File: config.mk
export PLATFORM = sky130hd
export DESIGN_NAME = rom_dl_sequencer_flat
export DESIGN_NICKNAME = d
export VERILOG_FILES = /design/src/rtl/rom_dl_sequencer_pkg.sv /design/src/rtl/rom_dl_sequencer_if.sv /design/src/rtl/rom_dl_sequencer.sv /design/src/flat_wrapper.sv
export SDC_FILE = /design/constraint.sdc
export NUM_CORES = 1
export LEC_CHECK = 0
export BUFFER_PORTS_ARGS = -buffer_cell sky130_fd_sc_hd__clkbuf_2
export CAP_MARGIN = 5
export CELL_PAD_IN_SITES_DETAIL_PLACEMENT = 1
export CELL_PAD_IN_SITES_GLOBAL_PLACEMENT = 1
export CORE_MARGIN = 2
export CORE_UTILIZATION = 40
export DETAILED_ROUTE_END_ITERATION = 6
export MAX_ROUTING_LAYER = met4
export PLACE_DENSITY_LB_ADDON = 0.1
export SLEW_MARGIN = 5
export SYNTH_ARGS = -nofsm -noshare
export SYNTH_HDL_FRONTEND = slang
export SYNTH_SLANG_ARGS = --single-unit
File: constraint.sdc
create_clock -name clk -period 3.6 [get_ports clk]
set_clock_uncertainty 0.15 [all_clocks]
set_input_delay 0 -clock clk [delete_from_list [all_inputs] [get_ports clk]]
set_output_delay 0 -clock clk [all_outputs]
set_load 0.01 [all_outputs]
File: src/rtl/rom_dl_sequencer_pkg.sv
//==============================================================================
// Package     : rom_dl_pkg
// Description : Shared types and sizes for the ROM download sequencer.
// Revision    : 1.0 - initial release
//==============================================================================
`default_nettype none

package rom_dl_pkg;

  localparam int PROG_ROM_BYTES = 'h4000;
  localparam int VEC_ROM_BYTES  = 'h1000;
  localparam int DL_ADDR_W      = 25;
  localparam int DEFAULT_TOTAL  = PROG_ROM_BYTES + VEC_ROM_BYTES;

  typedef enum logic [2:0] {
    IDLE = 3'd0,
    LOAD = 3'd1,
    HOLD = 3'd2,
    DONE = 3'd3,
    ERR  = 3'd4
  } dl_state_t;

endpackage

`default_nettype wire

File: src/rtl/rom_dl_sequencer_if.sv
//==============================================================================
// Interface   : rom_dl_sequencer_if
// Description : Byte stream in (ready/valid) and ROM download write bus out.
//               slave  = the sequencer, master = the stream source / bus sink.
// Revision    : 1.0 - initial release
//==============================================================================
`default_nettype none

interface rom_dl_sequencer_if;
  import rom_dl_pkg::*;

  logic                 s_valid;
  logic [7:0]           s_data;
  logic                 s_last;
  logic                 s_ready;
  logic [DL_ADDR_W-1:0] dl_addr;
  logic [7:0]           dl_data;
  logic                 dl_wr;

  modport master (
    output s_valid, s_data, s_last,
    input  s_ready, dl_addr, dl_data, dl_wr
  );

  modport slave (
    input  s_valid, s_data, s_last,
    output s_ready, dl_addr, dl_data, dl_wr
  );

endinterface

`default_nettype wire

File: src/rtl/rom_dl_sequencer.sv
//==============================================================================
// Module      : rom_dl_sequencer
// Description : Turns an incoming byte stream into single-cycle ROM download
//               writes at incrementing addresses, keeps the game core in reset
//               until the whole image is in, and reports checksum and status.
// Revision    : 1.0 - initial release
//==============================================================================
`default_nettype none

module rom_dl_sequencer
  import rom_dl_pkg::*;
#(
  parameter int TOTAL_BYTES = DEFAULT_TOTAL,  // image length, must be >= 1
  parameter int WR_GAP      = 0,              // idle cycles between accepted bytes
  parameter int RESET_HOLD  = 16              // core reset hold after last write, >= 1
) (
  input  wire logic        clk,
  input  wire logic        rst_l,
  input  wire logic        start,
  rom_dl_sequencer_if.slave bus,
  output logic             core_rst_l,
  output logic             busy,
  output logic             done,
  output logic             error,
  output logic [15:0]      checksum
);

  // One down-counter serves both the inter-byte gap and the reset hold, so it
  // has to be wide enough for whichever is larger.
  localparam int c_TMR_MAX = (WR_GAP > RESET_HOLD) ? WR_GAP : RESET_HOLD;
  localparam int c_TMR_W   = (c_TMR_MAX > 1) ? $clog2(c_TMR_MAX + 1) : 1;

  localparam logic [DL_ADDR_W-1:0] c_TOTAL   = DL_ADDR_W'(TOTAL_BYTES);
  localparam logic [c_TMR_W-1:0]   c_GAP     = c_TMR_W'(WR_GAP);
  // The hold count includes the cycle carrying the final write strobe.
  localparam logic [c_TMR_W-1:0]   c_HOLD_LD = c_TMR_W'(RESET_HOLD - 1);

  dl_state_t            r_state;
  logic [DL_ADDR_W-1:0] r_count;
  logic [c_TMR_W-1:0]   r_tmr;
  logic [DL_ADDR_W-1:0] r_addr;
  logic [7:0]           r_data;
  logic                 r_wr;
  logic                 r_core_rst_l;
  logic                 r_busy;
  logic                 r_done;
  logic                 r_error;
  logic [15:0]          r_sum;

  logic                 w_ready;
  logic                 w_accept;
  logic [DL_ADDR_W-1:0] w_count_nxt;

  // start takes priority over a byte presented in the same cycle.
  assign w_ready     = (r_state == LOAD) && (r_tmr == '0) && !start;
  assign w_accept    = bus.s_valid && w_ready;
  assign w_count_nxt = r_count + 1'b1;

  // Load sequencing: stream acceptance, write strobe generation, gap/hold timing.
  always_ff @(posedge clk or negedge rst_l) begin
    if (!rst_l) begin
      r_state      <= IDLE;
      r_count      <= '0;
      r_tmr        <= '0;
      r_addr       <= '0;
      r_data       <= '0;
      r_wr         <= 1'b0;
      r_core_rst_l <= 1'b0;
      r_busy       <= 1'b0;
      r_done       <= 1'b0;
      r_error      <= 1'b0;
      r_sum        <= '0;
    end else begin
      r_wr <= 1'b0;
      if (start) begin
        r_state      <= LOAD;
        r_count      <= '0;
        r_tmr        <= '0;
        r_sum        <= '0;
        r_error      <= 1'b0;
        r_done       <= 1'b0;
        r_core_rst_l <= 1'b0;
        r_busy       <= 1'b1;
      end else begin
        case (r_state)
          LOAD: begin
            if (w_accept) begin
              r_wr    <= 1'b1;
              r_addr  <= r_count;
              r_data  <= bus.s_data;
              r_count <= w_count_nxt;
              r_sum   <= r_sum + {8'h00, bus.s_data};
              if (w_count_nxt == c_TOTAL) begin
                // Full image: s_last on this byte is irrelevant.
                r_state <= HOLD;
                r_tmr   <= c_HOLD_LD;
              end else if (bus.s_last) begin
                r_state <= ERR;
                r_error <= 1'b1;
                r_busy  <= 1'b0;
                r_tmr   <= '0;
              end else begin
                r_tmr <= c_GAP;
              end
            end else if (r_tmr != '0) begin
              r_tmr <= r_tmr - 1'b1;
            end
          end
          HOLD: begin
            if (r_tmr == '0) begin
              r_state      <= DONE;
              r_done       <= 1'b1;
              r_busy       <= 1'b0;
              r_core_rst_l <= 1'b1;
            end else begin
              r_tmr <= r_tmr - 1'b1;
            end
          end
          default: begin
            // IDLE, DONE and ERR only leave on start.
          end
        endcase
      end
    end
  end

  assign bus.s_ready = w_ready;
  assign bus.dl_addr = r_addr;
  assign bus.dl_data = r_data;
  assign bus.dl_wr   = r_wr;
  assign core_rst_l  = r_core_rst_l;
  assign busy        = r_busy;
  assign done        = r_done;
  assign error       = r_error;
  assign checksum    = r_sum;

endmodule

`default_nettype wire

File: src/flat_wrapper.sv
// flat-port wrapper written by rule: the top's interface ports become plain ports
module rom_dl_sequencer_flat import rom_dl_pkg::*;
#(
  parameter int TOTAL_BYTES = DEFAULT_TOTAL,                               
  parameter int WR_GAP      = 0,                                                   
  parameter int RESET_HOLD  = 16                                                       
)
  (clk, rst_l, start, core_rst_l, busy, done, error, checksum, bus_s_valid, bus_s_data, bus_s_last, bus_s_ready, bus_dl_addr, bus_dl_data, bus_dl_wr);
  rom_dl_sequencer_if bus_i ();
  input  wire logic clk;
  input  wire logic rst_l;
  input  wire logic start;
  output logic core_rst_l;
  output logic busy;
  output logic done;
  output logic error;
  output logic [15:0] checksum;
  input wire logic [$bits(bus_i.s_valid)-1:0] bus_s_valid;
  input wire logic [$bits(bus_i.s_data)-1:0] bus_s_data;
  input wire logic [$bits(bus_i.s_last)-1:0] bus_s_last;
  output wire logic [$bits(bus_i.s_ready)-1:0] bus_s_ready;
  output wire logic [$bits(bus_i.dl_addr)-1:0] bus_dl_addr;
  output wire logic [$bits(bus_i.dl_data)-1:0] bus_dl_data;
  output wire logic [$bits(bus_i.dl_wr)-1:0] bus_dl_wr;
  assign bus_i.s_valid = bus_s_valid;
  assign bus_i.s_data = bus_s_data;
  assign bus_i.s_last = bus_s_last;
  assign bus_s_ready = bus_i.s_ready;
  assign bus_dl_addr = bus_i.dl_addr;
  assign bus_dl_data = bus_i.dl_data;
  assign bus_dl_wr = bus_i.dl_wr;
  rom_dl_sequencer #(.TOTAL_BYTES(TOTAL_BYTES), .WR_GAP(WR_GAP), .RESET_HOLD(RESET_HOLD)) u_core (.clk(clk), .rst_l(rst_l), .start(start), .bus(bus_i), .core_rst_l(core_rst_l), .busy(busy), .done(done), .error(error), .checksum(checksum));
endmodule
# After elaboration in Yosys (flattened, before gate mapping)
# Index checks and enable logic that the tools add are counted.
# word_totals
reg_bits,86
input_bits,13
output_inout_bits,55
wordCells,79
# op_classes
n_addsub,3
eq_ne,11
n_mux,35
bitwise_logic,1
n_reduce_logical,19
# op_table
operator,n
two-way mux 25 bit,3
two-way mux 16 bit,3
adder 25 x 1 -> 25 bit (second input constant),1
== test 25 x 15 -> 1 bit (second input constant),1
two-way mux 5 bit,4
adder 16 x 8 -> 16 bit,1
two-way mux 1 bit,16
two-way mux 3 bit,5
case mux 5 bit (2 select lines),1
nonzero test 2 bit,5
inequality test 3 bit (second input constant),3
AND reduction 4 bit,2
inequality test 3 x 2 -> 1 bit (second input constant),2
case mux 3 bit (2 select lines),1
AND reduction 3 bit,2
zero test 5 bit,1
AND reduction 5 bit,1
nonzero test 5 bit,1
subtractor 5 x 1 -> 5 bit (second input constant),1
two-way mux 4 bit,1
inequality test 4 x 3 -> 1 bit (second input constant),1
inequality test 4 bit (second input constant),1
AND reduction 2 bit,2
== test 3 x 1 -> 1 bit (second input constant),1
7 further kinds,9

# Logic depth before layout (Yosys ltp)
# Gate-level depths: netlist of the first run.
# logic_depth
depth_word,7
ltp_mapped,11
mapped_depth_nobuf,10

# Worst setup path before layout of the first run
# OpenSTA, ideal clock, no wires.
# synth_path
path_kind,register -> register
start,register u_core.r_tmr[0]
end,register u_core.r_count[11]
setup_time_ns,0.125
arrival_time_ns,2.510
required_time_ns,3.325
setup_slack_ns,0.815
path_stages_with_launch,11
n_path_buf,1
synth_period_minus_slack_ns,2.785
cell_sequence,dfrtp_1 -> inv_1 -> ha_1 -> or4b_1 -> nor2_2 -> nand2_1 -> or3_1 -> buf_6 -> nor4_1 -> nor2_1 -> mux2_2
# synth_via
elab_chain_cells,6
# synth_rtl
item,line_no,source
start: declaration,rom_dl_sequencer.sv:40,logic [c_TMR_W-1:0] r_tmr;
start signal: assignment,rom_dl_sequencer.sv:96,r_tmr <= c_HOLD_LD;
start signal: assignment,rom_dl_sequencer.sv:103,r_tmr <= c_GAP;
start signal: assignment,rom_dl_sequencer.sv:106,r_tmr <= r_tmr - 1'b1;
zero test 5 bit,rom_dl_sequencer.sv:55,assign w_ready = (r_state == LOAD) && (r_tmr == '0) && !start;
logical AND 1 bit (2 in a row),rom_dl_sequencer.sv:55,
logical AND 1 bit,rom_dl_sequencer.sv:56,assign w_accept = bus.s_valid && w_ready;
nonzero test 2 bit (no source line),-,
AND reduction 2 bit (no source line),-,
end signal: assignment,rom_dl_sequencer.sv:91,r_count <= w_count_nxt;
end: declaration,rom_dl_sequencer.sv:39,logic [DL_ADDR_W-1:0] r_count;
# No other way between the ends.
# A chain may end at the register's enable or synchronous reset.

# Final worst setup path of the first run
# layout_path
start,register u_core.r_count[0]
end,register u_core.r_state[0]
# layout_via
elab_chain_cells,6
elab_cells_between_ends,8
cone_classes,add/sub: 1; eq/ne: 2; mux: 4; reduce/logical: 1
# layout_rtl
item,line_no,source
adder 25 x 1 -> 25 bit *,rom_dl_sequencer.sv:57,assign w_count_nxt = r_count + 1'b1;
== test 25 x 15 -> 1 bit *,rom_dl_sequencer.sv:93,if (w_count_nxt == c_TOTAL) begin
two-way mux 3 bit,rom_dl_sequencer.sv:93,
two-way mux 3 bit,rom_dl_sequencer.sv:87,if (w_accept) begin
case mux 3 bit (2 select lines),rom_dl_sequencer.sv:85,case (r_state)
two-way mux 3 bit,rom_dl_sequencer.sv:75,if (start) begin
end signal: assignment,rom_dl_sequencer.sv:76,r_state <= LOAD;
end signal: assignment,rom_dl_sequencer.sv:95,r_state <= HOLD;
end signal: assignment,rom_dl_sequencer.sv:98,r_state <= ERR;
end: declaration,rom_dl_sequencer.sv:38,dl_state_t r_state;
# Mark *: on every way between the ends. The rest lies on a longest branch, timed or not. The select of a mux whose other input is x is not followed.

==> results.md, run 1 <==
* Outcome: finished, final reports clean
* Leakage power at ~2.7 nW
* ANT cells at 0
* Initial Util at roughly two fifths
* CP Max Fanout at 8
* Period utilisation layout at slightly above 90%
* Pre-CTS setup slack at 0.480 ns
* Clk_lat worst skew at 0.35 ns
* Final setup viols at 0
* Core area at 11,500 µm²
* Final Core Density at about half
* Largest net degree at the start of global routing at 73
* Antenna viol nets, final at 0
* Crit path DAT at approximately 3.4 ns
* Pins over their slew limit at 0
* Critical Path End Type: flop
* Input/output buffers at 67
* Vias per Instance at approximately 5.3
* Die area at approximately 13,000 µm²
* Avg WL per Cell at 16.6 µm
* Reg-to-reg slack, setup at between 0.2 and 0.3 ns
* Drt total wl at between 10 and 15 mm
* TritonCTS clock tree: done
* Total CTS buffers at 9
* Drt drc at 0
* Io pins at just under 70
* Cells after Synth at 518
* Rows at 39
* Peak supply drop at ~0.3 mV
* Fin nets at 613
* Clock transition at path regs at ~0.060 ns
* Hold path cells at 2
* Final Hold Vio Count at 0
* Mapped Nets at about 540
* R2R depth at 9
* FMAX at between 200 and 300 MHz
* First-pass GRT wire length at just over 20 mm
* Remaining Overflow, GRT at 0
* Area delta synth->final at 18.6%
* Seq/Total Area, Yosys at ~46%
* Post-synth EDFFs at 0
* Post-synth cell types at between 60 and 70
* Ys Warns at 0
* DR pass1 iterations at 4
* Share of cells above drive strength 1 at between 20% and 30%
* Slew @ Worst Pin at around 0.9 ns
* Syn Std Cell Area at roughly 4700 µm²
* Post-route worst setup slack at 0.260 ns
* Slew HR at between 30% and 40%
* Vias in the first global route at between 4,000 and 5,000
* Width of the die at 113 µm
* Worst Path Required at 3.68 ns
* H-tree depth at 3
* Vias at a little under 4,000
* Commonest cells after routing, fill and taps aside: nand2_1 (130), dfrtp_1 (83), clkbuf_2 (66)
* Die Y at between 100 and 150 µm
* Avg Cell Area, Syn at roughly 9.1 µm²
* HP Class: primary input to flop
* Tmin final at ~3.3 ns
* Root Driver: clkbuf_16
* Max-cap viol count at 0
* P per Cell Area at approximately 520 nW/µm²
* Gr usage total at a little over a fifth
* Clock sinks at 86
* Yosys reg bits at between 80 and 90
* Clock tree buffer depth at 2
* Asr flop ratio synth at between 90% and 100%
* Hpwl dp at 8.47 mm
* Worst hold margin at 0.152 ns
* Initial antenna violation count at 0
* Drt initial violations at approximately 120
* Setup bufs post-CTS at 0
* Gpl congestion at just over 0.8
* Final setup TNS at 0 ns
* RSZ-0062 raised after global routing: no
* Commonest non-fill, non-tap cell in the layout: nand2_1
* Worst setup path category: flop to flop
* Startpoint Class: flop
* Top_reg_cell synth: dfrtp_1
==> power by group <==
group | internal (mW) | leakage, nW | switching, mW
Sequential | 1.07 | 1.17 | 0.0927
Clock | 0.572 | 0.152 | 0.385
Combinational | 0.296 | 1.36 | 0.490
Total | 1.94 | 2.68 | 0.968
==> registers in the layout, indices dropped and copies added (netlist names) <==
| signal | count |
|---|---|
| u_core.bus.dl_wr | 1 |
| u_core.r_count | 25 |
| u_core.bus.dl_addr | 25 |
| u_core.core_rst_l | 1 |
| u_core.r_tmr | 5 |
| u_core.bus.dl_data | 8 |
| u_core.error | 1 |
| u_core.r_state | 3 |
| u_core.busy | 1 |
| u_core.checksum | 16 |
==> critical path: stages, from the launching register on <==
cell and delay, ns:
dfrtp_1 0.47, ha_2 0.29, nand2_2 0.14, or4_4 0.49, xor2_1 0.17, or4_1 0.54
nor2_4 0.20, a211o_1 0.16, nand2_1 0.04, dlygate4sd3_1 0.55
==> synthesized netlist by cell type (all sizes together), types with 4 or more instances <==
cell | n | area (µm²)
a211o | 5 | 43.8
a211oi | 6 | 55.1
a21oi | 17 | 88.8
a31oi | 5 | 31.3
and3 | 5 | 31.3
buf | 17 | 131
clkbuf | 14 | 52.6
dfrtp | 86 | 2150
ha | 11 | 138
inv | 11 | 41.3
nand2 | 131 | 494
nand2b | 4 | 25.0
nand3 | 13 | 70.1
nand3b | 4 | 30.0
nand4 | 8 | 80.1
nor2 | 51 | 196
nor3 | 8 | 40.0
nor4 | 13 | 118
o21ai | 13 | 65.1
or3 | 5 | 37.5
xnor2 | 24 | 210
xor2 | 19 | 166
==> logic make-up (layout without fill, tap and decap cells) <==
logic type	after synthesis	in the layout	synth area share, %
AOI/OAI and AO/OA	72	72	10.9
xor gates and xnor gates	43	43	7.99
DFF	86	86	45.7
adders and majority gates	12	12	3.35
buffers and inverters	43	118	4.86
and+or+nand+nor	259	259	26.6
muxes	3	3	0.664
==> path summary, 6_finish.rpt <==
| kind | start | to |
|---|---|---|
| hold reg to reg | u_core.bus.dl_addr[9] | u_core.bus.dl_addr[9] |
| max in group asynchronous | rst_l | u_core.checksum[15] |
| setup reg to reg | u_core.r_count[0] | u_core.r_state[0] |
| min in group asynchronous | rst_l | u_core.bus.dl_addr[4] |
| hold / removal | start | u_core.r_count[20] |
| setup / recovery | u_core.r_count[0] | u_core.r_state[0] |
==> what timing repair did <==
action | in CTS | in global routing
gates resized for setup | 0 | 8
endpoints found under the hold margin | 86 | 0
hold buffers | 12 | 0
setup endpoints to repair | 0 | 1
==> metrics by stage <==
stage	power, mW	area (µm²)	std cells
2_1_floorplan	1.66	4710	518
3_3_place_gp	1.93	5130	708
3_5_place_dp	1.96	5130	708
4_1_cts	2.95	5560	736
5_1_grt	3.08	5590	736
6_report	2.91	5590	736
==> final cells by class <==
| class | instances | area (µm²) |
|---|---|---|
| Clock buffer | 12 | 256 |
| Inverter | 12 | 45.0 |
| Timing Repair Buffer | 90 | 541 |
| Sequential cell | 86 | 2160 |
| Fill cell | 1347 | 5880 |
| Multi-Input combinational cell | 389 | 2360 |
| Tap cell | 143 | 179 |
| Clock inverter | 4 | 45.0 |
==> metal layers <==
metal / wire length, µm / track usage, %
met3: 288 / 3.08
met2: 5920 / 34.4
met4: 206 / 7.56
met5: 0 / -
met1: 5770 / 27.1
Power figures use the tool's default switching activity.
==> inputs of run 2 (changes only) <==
--- a/config.mk
+++ b/config.mk
@@ -5,15 +5,17 @@
 export SDC_FILE = /design/constraint.sdc
 export NUM_CORES = 1
 export LEC_CHECK = 0
+export ABC_AREA = 1
 export BUFFER_PORTS_ARGS = -buffer_cell sky130_fd_sc_hd__clkbuf_2
 export CAP_MARGIN = 5
-export CELL_PAD_IN_SITES_DETAIL_PLACEMENT = 1
+export CELL_PAD_IN_SITES_DETAIL_PLACEMENT = 0
 export CELL_PAD_IN_SITES_GLOBAL_PLACEMENT = 1
 export CORE_MARGIN = 2
 export CORE_UTILIZATION = 40
 export DETAILED_ROUTE_END_ITERATION = 6
 export MAX_ROUTING_LAYER = met4
 export PLACE_DENSITY_LB_ADDON = 0.1
+export SKIP_LAST_GASP = 1
 export SLEW_MARGIN = 5
 export SYNTH_ARGS = -nofsm -noshare
 export SYNTH_HDL_FRONTEND = slang
==> results.md, run 2 <==
* Outcome: finished, final reports clean
* Vias at ~4,100
* Yosys reg bits at 86
* Slew HR at ~41%
* Initial antenna violation count at 0
* Resized cells post-CTS at 0
* GR peak layer: met2
* Commonest cells after routing, fill and taps aside: nand2_1 (193), dfrtp_1 (86), clkbuf_2 (66)
* Worst Path Required at 3.66 ns
* HP Class: primary input to flop
* Cells after Synth at slightly below 600
* Core area at approximately 11,000 µm²
* Hpwl dp at 7.92 mm
* Pins over their slew limit at 0
* Slew @ Worst Pin at 0.890 ns
* Total CTS buffers at 9
* Mapped Nets at 619
* Clock power share at 32.4%
* Share of cells above drive strength 1 at 16.6%
* Synth top area cells: dfrtp_1 (47%), nand2_1 (16%), o21ai_0 (5.8%)
* RSZ-0062 raised after global routing: no
* Cell mode on critical path: nor2_1
* Clock sinks at 86
* Commonest non-fill, non-tap cell in the layout: nand2_1
* Peak supply drop at between 0.2 and 0.25 mV
* P per Cell Area at between 500 and 600 nW/µm²
* DR pass1 iterations at 6
* Vias in the first global route at around 4,100
* Drt drc at 0
* Sequential cell area at between 2000 and 2500 µm²
* Comb pwr share at about a quarter
* Post-synth cell types at 39
* Max-cap viol count at 0
* Worst setup path category: flop to flop
* Drt initial violations at 167
* Area delta synth->final at 19.4%
* Syn Std Cell Area at between 4000 and 5000 µm²
* Tmin final at about 2.9 ns
* Internal power at 2.05 mW
* Io pins at 68
* Post-synth EDFFs at 0
* Final setup viols at 0
* FMAX at about 350 MHz
* Rows at 39
* Gr usage total at 19.9%
* CP Cell Sequence: ha_1, nand2_1, nor2_4, nand3_1, nor2_1, nor2_1, nor2_1, nand3_1, nor2_2, nand3_4, nand2_2, a21oi_1, dlygate4sd3_1
* First-pass GRT wire length at a little under 20 mm
* Die area at 12,300 µm²
* Top-count cell post-synth: nand2_1
* Placed instance area at around 5000 µm²
* Multi-input logic area at ~2100 µm²
* Post-synth top area share at 46.9%
* TritonCTS clock tree: done
* Met1 usage at approximately a quarter
* Input/output buffers at between 60 and 70
* Remaining Overflow, GRT at 0
* CP Max Fanout at 7
* Fillers at 1,145
* NetSw at 965 µW
* Top_reg_cell synth: dfrtp_1
* Fin nets at 695
* Largest net degree at the start of global routing at 69
* Period utilisation layout at around four fifths
* Leakage power at roughly 2.7 nW
* Startpoint Class: flop
* Clk_lat worst skew at ~0.33 ns
* ANT cells at 0
* Asr flop ratio synth at 100%
* H-tree depth at 3
* Critical Path End Type: flop
* Clock tree buffer depth at 2
* Width of the die at ~110 µm
* Final Hold Vio Count at 0
* Register share of total power at between 40% and 50%
* Max stage delay on crit path at 0.57 ns
* Avg WL per Cell at between 10 and 15 µm
* Avg Cell Area, Syn at just under 8 µm²
* Final setup TNS at 0 ns
* Seq/Total Area, Yosys at between 40% and 50%
* Drt total wl at roughly 11 mm
* Post-synth top cells: nand2_1 (193), dfrtp_1 (86), inv_1 (57)
* Clock transition at path regs at 0.06 ns
* Antenna viol nets, final at 0
* Sw frac at roughly a third
* M3 GR Usage at about 2.8%
* Crit path DAT at between 2 and 3 ns
* Root Driver: clkbuf_16
* Ys Warns at 0
* Gpl congestion at roughly 0.85
* Final Cell Area at 5480 µm²
* Met2 Usage GRT at about 32%
* CP max stage cell: dlygate4sd3_1
* Post-synth top area cell: dfrtp_1
* Initial Util at 40.5%
* Die Y at roughly 110 µm
* Vias per Instance at between 4 and 5
[run 2: cell types whose count changed in the layout (fill, tap and decap cells not counted), sizes merged, moves of 7 or more]
cell | previous run | this run
nand3 | 13 | 36
inv | 11 | 62
nor4 | 13 | 0
o21ai | 13 | 57
buf | 12 | 5
xor2 | 19 | 7
o22ai | 0 | 10
nor2 | 51 | 59
xnor2 | 24 | 1
nand2 | 131 | 198
[run 2: final timing paths]
check,from,to,slack (ns),cells after the start
worst max-delay path,u_core.r_count[0],u_core.error,0.73,13
worst min-delay path,bus_s_valid,u_core.bus.dl_data[7],0.14,4
worst max register to register,u_core.r_count[0],u_core.error,0.73,13
worst min register to register,u_core.bus.dl_data[3],u_core.bus.dl_data[3],0.33,2
max in group asynchronous,rst_l,u_core.busy,2.29,3
min in group asynchronous,rst_l,u_core.bus.dl_addr[6],0.19,2
[run 2: layout make-up]
cell class / count / share of cell area, %
flip-flops and latches: 86 / 39.3
well taps: 143 / 3.27
clock inverters: 2 / 0.708
multi-input cells: 427 / 38.5
repair buffers: 83 / 8.91
clock buffers: 14 / 5.00
inverters: 63 / 4.32
[run 2: routing by layer]
| metal | up-vias | routed length (µm) |
|---|---|---|
| met1 | 1896 | 5330 |
| met3 | 8 | 440 |
| li1 | 2071 | - |
| met2 | 86 | 5300 |
| met5 | - | 0 |
| met4 | 0 | 116 |
[run 2: critical path, delay by kind of cell (launching register included)]
kind | cells | cell delay, ns
buf+inv | 1 | 0.57
fa+ha+maj | 1 | 0.24
flops | 1 | 0.43
simple gates | 10 | 1.30
compound gates | 1 | 0.06
[run 2: power groups by stage]
stage / clock [mW] / sequential (mW) / combinational [mW]
2_1_floorplan: 0 / 1.35 / 0.416
3_3_place_gp: 0 / 1.28 / 0.761
3_5_place_dp: 0 / 1.29 / 0.774
4_1_cts: 1.00 / 1.27 / 0.786
5_1_grt: 1.04 / 1.30 / 0.889
6_report: 0.976 / 1.27 / 0.772
[run 2: what timing repair did]
item / CTS / global route
hold endpoints to repair: 86 / 0
setup endpoints to repair: 0 / 0
hold buffers: 12 / 0
buffers inserted: 0 / 0
[run 2: per-stage QoR]
stage	setup slack [ns]	cells	power (mW)	util, %	hold WS [ns]
2_1_floorplan	1.49	594	1.76	-	-0.446
3_5_place_dp	0.782	790	2.06	44.6	0.0397
3_3_place_gp	0.907	790	2.04	44.6	0.0312
5_1_grt	0.403	818	3.23	48.4	0.213
4_1_cts	0.685	818	3.06	48.4	0.141
6_report	0.734	818	3.02	48.4	0.139
[run 2: kinds of logic after synthesis]
| kind of cell | after synthesis | synth area share, % |
|---|---|---|
| AO/OA/AOI/OAI | 98 | 12.1 |
| buffers and inverters | 81 | 7.06 |
| adder cells (fa/ha/maj) | 12 | 3.44 |
| flip-flops | 86 | 46.9 |
| AND/OR/NAND/NOR | 309 | 28.9 |
| XOR/XNOR | 8 | 1.53 |
==> inputs of run 3 (changes only) <==
==> constraint.sdc (replaced) <==
create_clock -name clk -period 2.7 [get_ports clk]
set_clock_uncertainty 0.15 [all_clocks]
set_input_delay 0 -clock clk [delete_from_list [all_inputs] [get_ports clk]]
set_output_delay 0 -clock clk [all_outputs]
set_load 0.01 [all_outputs]
==> results.md, run 3 (same netlist as run 2, synthesis figures left out) <==
* Outcome: finished, final reports clean
* Clock transition at path regs at roughly 0.060 ns
* Crit path max-delay family: simple AND/OR/NAND/NOR gates
* Max-cap viol count at 0
* Peak supply drop at 0.366 mV
* Drt initial violations at about 180
* Final Core Density at about half
* RSZ-0062 raised after global routing: no
* Width of the die at 111 µm
* Initial Util at slightly above 40%
* Bufs and invs on worst path at 0
* Area delta synth->final at 20.5%
* Slew HR at approximately 48%
* FMAX at 411 MHz
* Startpoint Class: flop
* Final setup viols at 0
* CP Cell Sequence: ha_1, nand2_1, nor2_4, nand2_2, nor2_4, nand3_1, nand2_1, nand3_1, nor2_2, nand3_4, a21o_1, nand2_1, nand2_1
* Total CTS buffers at 9
* Fin nets at about 700
* Commonest non-fill, non-tap cell in the layout: nand2_1
* Die Y at between 100 and 150 µm
* Vias in the first global route at 4,034
* Clock sinks at between 80 and 90
* Vias at approximately 4,100
* Leakage power at around 2.7 nW
* First-pass GRT wire length at 19.2 mm
* ANT cells at 0
* Drt drc at 0
* Period utilisation layout at about nine tenths
* Gr usage total at between 10% and 20%
* Reg-to-reg slack, setup at 0.27 ns
* Sw frac at 32.1%
* Final Hold Vio Count at 0
* Input/output buffers at 67
* Max stage delay on crit path at roughly 0.43 ns
* TritonCTS clock tree: done
* Clock power share at around a third
* Critical Path End Type: flop
* Fillers at between 1,000 and 1,500
* Register share of total power at between 40% and 50%
* Fin cells at just over 800
* Remaining Overflow, GRT at 0
* Tmin final at approximately 2.4 ns
* Die area at approximately 12,000 µm²
* CP Max Fanout at 7
* Initial antenna violation count at 0
* Avg WL per Cell at roughly 13 µm
* Pre-CTS setup slack at -0.00527 ns
* P per Cell Area at a little over 700 nW/µm²
* Share of cells above drive strength 1 at between 10% and 20%
* Post-route worst setup slack at 0.269 ns
* Core area at between 10,000 and 15,000 µm²
* Setup bufs post-CTS at 0
* DR pass1 iterations at 4
* NetSw at 1.29 mW
* DP Cell Count at 793
* Cell mode on critical path: nand2_1
* Pins over their slew limit at 0
* Gpl congestion at about 0.84
* HP Class: primary input to async pin
* Io pins at 68
* Hpwl dp at about 7.9 mm
* Rows at 39
* Worst setup path category: flop to flop
* Largest net degree at the start of global routing at 60
* Commonest cells after routing, fill and taps aside: nand2_1 (192), dfrtp_1 (86), clkbuf_2 (66)
* Antenna viol nets, final at 0
* Clock tree buffer depth at 2
* Clk_lat worst skew at between 0.3 and 0.4 ns
* Root Driver: clkbuf_16
* Comb pwr share at about a quarter
* CP max stage cell: dfrtp_1
* Crit path DAT at ~2.5 ns
* Worst Path Required at ~2.8 ns
* Internal power at about 2.7 mW
* Drt total wl at roughly 11 mm
* H-tree depth at 3
* Slew @ Worst Pin at approximately 0.78 ns
* Vias per Instance at around 5.0
-- run 3: area by class of cell --
class | instances | area, µm² | share of cell area [%]
tap | 143 | 179 | 3.24
clock inverter | 3 | 42.5 | 0.770
inverter | 63 | 238 | 4.30
sequential | 86 | 2150 | 38.9
multi-input combinational | 427 | 2130 | 38.5
timing repair buffer | 86 | 527 | 9.53
clock buffer | 13 | 260 | 4.71
-- run 3: repair_timing --
item / in CTS / in global routing
endpoints found under the setup margin: 2 / 31
hold buffers: 12 / 0
endpoints found under the hold margin: 77 / 0
gates resized for setup: 1 / 6
-- run 3: worst register-to-register path: cells and delay by family (launching register included) --
| kind | cells | cell delay [ns] |
|---|---|---|
| adders and majority gates | 1 | 0.24 |
| AOI/OAI and AO/OA | 1 | 0.19 |
| and+or+nand+nor | 11 | 1.31 |
| DFF | 1 | 0.43 |
-- run 3: layer usage --
| layer | global-route usage, % | wire [µm] |
|---|---|---|
| met1 | 25.4 | 5280 |
| met4 | 8.97 | 293 |
| met3 | 3.28 | 385 |
| met2 | 30.8 | 5000 |
| met5 | - | 0 |
-- run 3: final timing paths --
kind | startpoint | end | cells past startpoint
max | u_core.r_count[0] | u_core.r_state[1] | 13
min in group clk | bus_s_data[4] | u_core.bus.dl_data[4] | 4
min reg2reg | u_core.checksum[15] | u_core.checksum[15] | 1
max in group asynchronous | rst_l | u_core.r_tmr[1] | 3
min | rst_l | u_core.bus.dl_addr[6] | 2
max reg2reg | u_core.r_count[0] | u_core.r_state[1] | 13
-- run 3: power by group through the flow --
stage	Sequential, mW	Combinational (mW)	Clock [mW]
after floorplan	1.79	0.554	0
after global placement	1.70	1.03	0
after detailed placement	1.70	1.05	0
after CTS	1.69	1.06	1.31
after global routing	1.72	1.21	1.36
final	1.68	1.06	1.27
-- run 3: stage by stage --
stage	total power, mW	hold WS (ns)	setup TNS, ns	instance area (µm²)
after global placement	2.73	-0.0150	0	5080
after global routing	4.30	0.220	0	5530
after floorplan	2.35	-0.446	0	4590
after CTS	4.06	0.165	0	5510
final	4.01	0.139	0	5530
after detailed placement	2.75	-0.00647	-0.00527	5080
